### config.mk
export PLATFORM = sky130hd
export DESIGN_NAME = tx_sequencer
export DESIGN_NICKNAME = d
export VERILOG_FILES = /design/src/rtl/tx_sequencer.sv
export SDC_FILE = /design/constraint.sdc
export NUM_CORES = 1
export LEC_CHECK = 0
export CORE_MARGIN = 10
export CORE_UTILIZATION = 40
export CTS_BUF_LIST = sky130_fd_sc_hd__clkbuf_8
export CTS_CLUSTER_SIZE = 12
export DETAILED_ROUTE_END_ITERATION = 8
export PLACE_DENSITY_LB_ADDON = 0.3
export SLEW_MARGIN = 40
export SYNTH_ARGS = -nofsm -noshare
export SYNTH_HDL_FRONTEND = slang
export SYNTH_SLANG_ARGS = --single-unit
### constraint.sdc
create_clock -name clock -period 2.6 [get_ports clock]
set_input_delay 0.26 -clock clock [delete_from_list [all_inputs] [get_ports clock]]
set_output_delay 0.26 -clock clock [all_outputs]
set_load 0.02 [all_outputs]
### src/rtl/tx_sequencer.sv
// Burst sequencer: N_FLUSH warm-up strobes, then i_len counted symbol strobes spaced i_div+1 cycles apart.
// Latency: first strobe div+1 cycles after FLUSH entry; o_done one cycle after the final strobe.
// Backpressure: none; i_abort ends a burst on the next edge, and i_start is ignored while busy.
module tx_sequencer #(
    parameter int NB_DIV  = 3,
    parameter int NB_LEN  = 16,
    parameter int N_FLUSH = 8
) (
    input  logic              clock,
    input  logic              i_reset,
    input  logic              i_start,
    input  logic              i_abort,
    input  logic [NB_DIV-1:0] i_div,
    input  logic [NB_LEN-1:0] i_len,
    output logic              o_valid,
    output logic              o_prbs_en,
    output logic              o_fir_en,
    output logic              o_busy,
    output logic              o_done,
    output logic [NB_LEN-1:0] o_sym_count,
    output logic [1:0]        o_state
);

    localparam int NB_FL = (N_FLUSH < 2) ? 1 : $clog2(N_FLUSH);

    typedef enum logic [1:0] {
        ST_IDLE  = 2'd0,
        ST_FLUSH = 2'd1,
        ST_RUN   = 2'd2,
        ST_DONE  = 2'd3
    } state_t;

    state_t            state_q, state_d;
    logic [NB_DIV-1:0] div_q, div_cnt;
    logic [NB_LEN-1:0] len_q, sym_cnt;
    logic [NB_FL-1:0]  flush_cnt;
    logic              active, strobe, accept, flush_last, sym_last;

    assign active     = (state_q == ST_FLUSH) || (state_q == ST_RUN);
    assign strobe     = active && (div_cnt == div_q);
    assign accept     = (state_q == ST_IDLE) && i_start && !i_abort;
    assign flush_last = (flush_cnt == NB_FL'(N_FLUSH - 1));
    assign sym_last   = ((sym_cnt + NB_LEN'(1)) == len_q);

    always_comb begin
        state_d   = state_q;
        o_valid   = strobe;
        o_prbs_en = active;
        o_fir_en  = active;
        o_busy    = (state_q != ST_IDLE);
        o_done    = 1'b0;
        case (state_q)
            ST_IDLE: begin
                if (accept) state_d = (i_len == '0) ? ST_DONE : ST_FLUSH;
            end
            ST_FLUSH: begin
                if (i_abort)                   state_d = ST_IDLE;
                else if (strobe && flush_last) state_d = ST_RUN;
            end
            ST_RUN: begin
                if (i_abort)                 state_d = ST_IDLE;
                else if (strobe && sym_last) state_d = ST_DONE;
            end
            ST_DONE: begin
                // An abort landing on the DONE cycle swallows the pulse.
                o_done  = !i_abort;
                state_d = ST_IDLE;
            end
            default: state_d = ST_IDLE;
        endcase
    end

    always_ff @(posedge clock) begin
        if (i_reset) state_q <= ST_IDLE;
        else         state_q <= state_d;
    end

    always_ff @(posedge clock) begin
        if (i_reset) begin
            div_q     <= '0;
            len_q     <= '0;
            div_cnt   <= '0;
            flush_cnt <= '0;
            sym_cnt   <= '0;
        end else if (accept) begin
            div_q     <= i_div;
            len_q     <= i_len;
            div_cnt   <= '0;
            flush_cnt <= '0;
            sym_cnt   <= '0;
        end else if (active) begin
            // Divider free-runs across FLUSH->RUN so symbol spacing stays uniform.
            div_cnt <= strobe ? '0 : div_cnt + NB_DIV'(1);
            if (strobe && state_q == ST_FLUSH)
                flush_cnt <= flush_last ? '0 : flush_cnt + NB_FL'(1);
            if (strobe && state_q == ST_RUN && !i_abort)
                sym_cnt <= sym_cnt + NB_LEN'(1);
        end
    end

    assign o_sym_count = sym_cnt;
    assign o_state     = state_q;

endmodule

Yosys cells after proc, flatten, opt, wreduce, memory -nomap -nowiden
Cells that the tools add are included.
- register bits: 43
- output and inout bits: 23
- input bits: 23
- logic and storage cells: 45
- add/sub/neg operators: 3
- muxes and demuxes: 10
- reductions and logical operators: 17
- equal/unequal tests: 9
- operators with widths (cell ; count):
    $add 16x1->16 const B ; 1
    $eq 16x16->1 ; 1
    $logic_not 16->1 ; 1
    $mux 2 ; 6
    $logic_and 1x1->1 ; 8
    $pmux 2 s4 ; 1
    $add 3x1->3 const B ; 2
    $mux 3 ; 2
    $ne 3x2->1 const B ; 2
    $eq 2x2->1 const B ; 2
    $reduce_and 2->1 ; 2
    $eq 3x3->1 ; 1
    $eq 3x3->1 const B ; 1
    $reduce_and 3->1 ; 1
    $eq 2x1->1 const B ; 1
    $logic_not 2->1 ; 1
    $ne 2x2->1 const B ; 1
    $reduce_bool 2->1 ; 1
    $reduce_or 2->1 ; 1
    $logic_not 1->1 ; 1
    $logic_or 1x1->1 ; 1
    $mux 1 ; 1

Longest topological paths before layout
- depth after elaboration: 7
- gate-level depth with buffers: 9
- depth with buffers taken out: 9

Least setup slack after synthesis
No wires, ideal clock.
- path type: register to register
- from: register state_q[0], in the netlist o_state[0]
- to: register sym_cnt[11], in the netlist o_sym_count[11]
- data arrival time: 2431 ps
- path buffers: 0
- setup time: 70 ps
- path slack: 99 ps
- cell stages (with the launch flop): 8
- period minus slack after synthesis: 2501 ps
- data required time: 2530 ps
- path through: dfxtp_1 -> inv_1 -> ha_1 -> nand4_1 -> nor3b_2 -> nand2_1 -> or3_1 -> a21oi_1
- longest elaborated chain between the ends: 6
- elaborated cells on any way between the ends: 11
- those cells by class: 2 x eq/ne; 9 x reduce/logical
- ends and longest elaborated chain (what ; RTL line ; source):
    start, declared ; 33 ; state_t state_q, state_d;
    start signal, assigned ; 75 ; else state_q <= state_d;
    $eq 2x1->1 or $eq 2x2->1 (tied branches) ; 39 ; assign active = (state_q == ST_FLUSH) || (state_q == ST_RUN);
    $logic_or 1x1->1 * ; 39 ;
    via o_fir_en ; 17 ; output logic o_fir_en,
    $logic_and 1x1->1 ; 40 ; assign strobe = active && (div_cnt == div_q);
    $logic_and 1x1->1 (2 in a row) ; 96 ; if (strobe && state_q == ST_RUN && !i_abort)
    $reduce_and 2->1 (no line) * ; -- ;
    end signal, assigned ; 97 ; sym_cnt <= sym_cnt + NB_LEN'(1);
    end, declared ; 35 ; logic [NB_LEN-1:0] len_q, sym_cnt;
Mark *: on every way through the listed nets, which the timed path passes. The rest lies on a longest branch.
A chain may end at the register's enable or synchronous reset.

Worst setup path after layout
- from: register state_q[0], in the netlist o_state[0]
- to: register sym_cnt[14], in the netlist o_sym_count[14]
- longest elaborated chain between the ends: 6
- elaborated cells on any way between the ends: 11
- those cells by class: 2 x eq/ne; 9 x reduce/logical
- ends and longest elaborated chain (what ; RTL line):
    $eq 2x1->1 or $eq 2x2->1 (tied branches) ; 39, 96
    $logic_or 1x1->1 ; 39
    $logic_and 1x1->1 ; 40
    $logic_and 1x1->1 (2 in a row) ; 96
    $reduce_and 2->1 (no line) ; --
Several ways; a longest one is shown, not always the timed one.

==> reports/qor.yml <==
status:
  status: "complete, no violations"
setup_path:
  crit_path_end_kind: "register"
  worstSetupStartpointType: "register"
  cpPeakStageDelay_ns: 0.42
  crit_cells: 7
  cp_top_family: "simple AND/OR/NAND/NOR gates"
  cp_common_cell: "inv_1"
  crit_buf_inv: 2
  cp_slowest_cell: "dfxtp_1"
  r2r_cells: 7
  crit_start: "o_state[0]"
  r2r-end: "o_sym_count[14]"
  path_class: "register to register"
  critPathCapture: "o_sym_count[14]"
  critPathRequiredTime_ns: 2.81
  r2r_start: "o_state[0]"
  path_max_fanout: 9
  reg2reg_slack_ns: 0.34
  worst_ep_arrival_time_ns: 2.47
  path_cells: "inv_1 > ha_1 > nand4_1 > inv_1 > nand3b_1 > or3_1 > a21oi_1"
timing:
  fmax_mhz: 443.0
  period_share_pct: 86.82
  finalHoldViolCount: 0
  finalCriticalPeriod_ns: 2.257
  maxSlewViolCount: 0
  tightest_slew_ns: 0.4520
  setup_tns_ns: 0
  max-slew-margin-rel_pct: 69.59
  fin_ws_ns: 0.3427
  setup_violations: 0
  rsz0062_at_grt: "false"
  clock_skew_ns: 0.01023
yosys:
  yosysTopAreaCellShare_pct: 36.42
  syn_area_per_cell_um2: 8.235
  synth_compound_area_share_pct: 12.55
  synth_mux_area_share_pct: 1.323
  syn_area_mm2: 0.002364
  yosys.area.top_type: "dfxtp_1"
  netlist_instances: 287
  yosysUniqueCellTypes: 44
  synthArstFlopShare_pct: 0
  syn-num-nets: 319
  synthSimpleGateAreaFrac_pct: 28.43
  synth-seq-area-share_pct: 36.42
  synth_most_common_cell: "nand2_1"
  synth-xor-area-share_pct: 13.34
  synthAdderAreaFrac_pct: 4.764
  synth_top_family_by_area: "simple AND/OR/NAND/NOR gates"
  yosys-top-cells-count: "nand2_1, dfxtp_1, a21oi_1, nor2_1, xor2_1"
  synth-seq-cells: 43
  synth_edf_count: 0
  synth_area_leaders: "dfxtp_1, nand2_1, xor2_1, a21oi_1, xnor2_1"
  synth_ff_type: "dfxtp_1"
  ys_warn_count: 0
clock_tree:
  clk_pin_slew_ns: 0.09
  clk_path_buf_depth: 2
  cts_buffers: 5
  cts_tree: "done"
  ctsHtreeMaxLevel: 2
  cts.sinks: 43
  post_cts_buffers: 0
  postCtsHoldBufs: 0
  cts-root-buf: "clkbuf_8"
  clk_latency_ns: 0.30
global_route:
  grt_usage_pct: 12.02
  antenna_found_initial: 0
  grt_pass1_vias: 2034
  grt.overflow.total: 0
  grt_max_degree: 24
  grt_pass1_wl_mm: 9.742
routing:
  postRouteAntennaNets: 0
  vias: 2130
  route.detailed.drc: 0
  wl_per_cell_um: 14.10
  vias_per_cell: 5.208
  drtIter0Drc: 76
  routed_wl_mm: 5.768
  dr.pass1.iters: 4
min_path:
  holdPathStages: 2
  min_from: "flush_cnt[1]"
  hold_path.class: "register to register"
place:
  dp_cells: 401
  dp_hpwl_mm: 4.471
  dpl_cell_area_mm2: 0.002904
  gp_congestion: 0.7917
  io_buffers: 45
  post-place-ws_ns: 0.2447
flow_run:
  max_cap_viol_count: 0
floorplanning:
  coreArea_mm2: 0.005608
  fp.dieW_um: 96.87
  io_pins: 46
  dieArea_mm2: 0.009384
  die_h_um: 96.87
  initial_utilization_pct: 42.15
  rows: 27
cells_and_area:
  final_nets: 368
  diodes: 0
  syn2layout_area_growth_pct: 26.57
  final_layout_size_suffix_gt1_share_pct: 7.418
  fin_area_mm2: 0.002992
  layout.cells.non_filler: 409
power:
  ir_drop_uv: 222.3
  power.leakage_nw: 1.117
  p_per_area_mw_per_mm2: 482.8
worst min-delay path, stage by stage, from the launching register on:
cell	delay (ns)
dfxtp_1	0.32
nand2_1	0.05
a21oi_1	0.05
cell families (layout without fill, tap and decap cells):
| group | count (synthesis) | count (layout) |
|---|---|---|
| compound gates | 51 | 51 |
| mux | 3 | 3 |
| buf+inv | 15 | 65 |
| simple gates | 130 | 130 |
| fa+ha+maj | 9 | 9 |
| xor+xnor | 36 | 36 |
| flops | 43 | 43 |
power breakdown:
part | switching, mW | total (mW) | internal, mW
logic | 0.168 | 0.315 | 0.146
registers | 0.0266 | 0.712 | 0.685
clock network | 0.234 | 0.418 | 0.184
timing repair:
item,CTS,global route
hold endpoints to repair,0,0
setup endpoints to repair,0,2
gates resized for setup,0,1
through the flow:
step           hold slack [ns]  total power [mW]  util (%)
6_report                0.4640             1.444     53.35
5_1_grt                 0.4973             1.516     53.35
4_1_cts                 0.4655             1.456     53.30
3_5_place_dp            0.4529             1.042     51.78
3_3_place_gp            0.4500             1.038     51.78
2_1_floorplan           0.3960            0.9136         -
per-layer routing:
metal  wire (um)  track usage [%]
met5           0                0
met4         123            5.186
met3         290            2.981
met2        2467            18.00
met1        2886            15.81
placed cells by master, fill, tap and decap left out, drive strengths merged, types with 2 or more instances in the layout:
master | synthesis | layout
xor2 | 21 | 21
nand4 | 4 | 4
mux2i | 2 | 2
nor4 | 6 | 6
nor3 | 4 | 4
nor3b | 3 | 3
a21oi | 30 | 30
clkbuf | 6 | 5
nand3b | 3 | 3
xnor2 | 15 | 15
dfxtp | 43 | 43
nand3 | 15 | 15
ha | 9 | 9
nand2 | 53 | 53
or3 | 5 | 5
buf | 5 | 8
a211oi | 2 | 2
o21ai | 10 | 10
nand2b | 3 | 3
clkdlybuf4s50 | 0 | 44
inv | 4 | 5
nor2 | 25 | 25
nor2b | 2 | 2
a31oi | 2 | 2
area by class of cell:
type | count | area [um^2]
fillers | 582 | 2616
flip-flops and latches | 43 | 860.8
multi-input cells | 229 | 1428
well taps | 72 | 90.09
repair buffers | 53 | 513.0
inverters | 4 | 15.01
clock inverters | 3 | 16.27
clock buffers | 5 | 68.82
registers in the layout, summed over array words and instances (netlist names):
signal,flops
div_q,3
len_q,16
flush_cnt,3
o_state,2
o_sym_count,16
div_cnt,3
worst min path at each step:
stage / to / slack [ns]
after floorplan: div_q[0] / 0.40
after global placement: flush_cnt[2] / 0.45
after detailed placement: flush_cnt[1] / 0.45
after CTS: flush_cnt[1] / 0.47
after global routing: div_q[2] / 0.50
final: flush_cnt[1] / 0.46
Note: power is estimated with default switching activity, not from simulation.
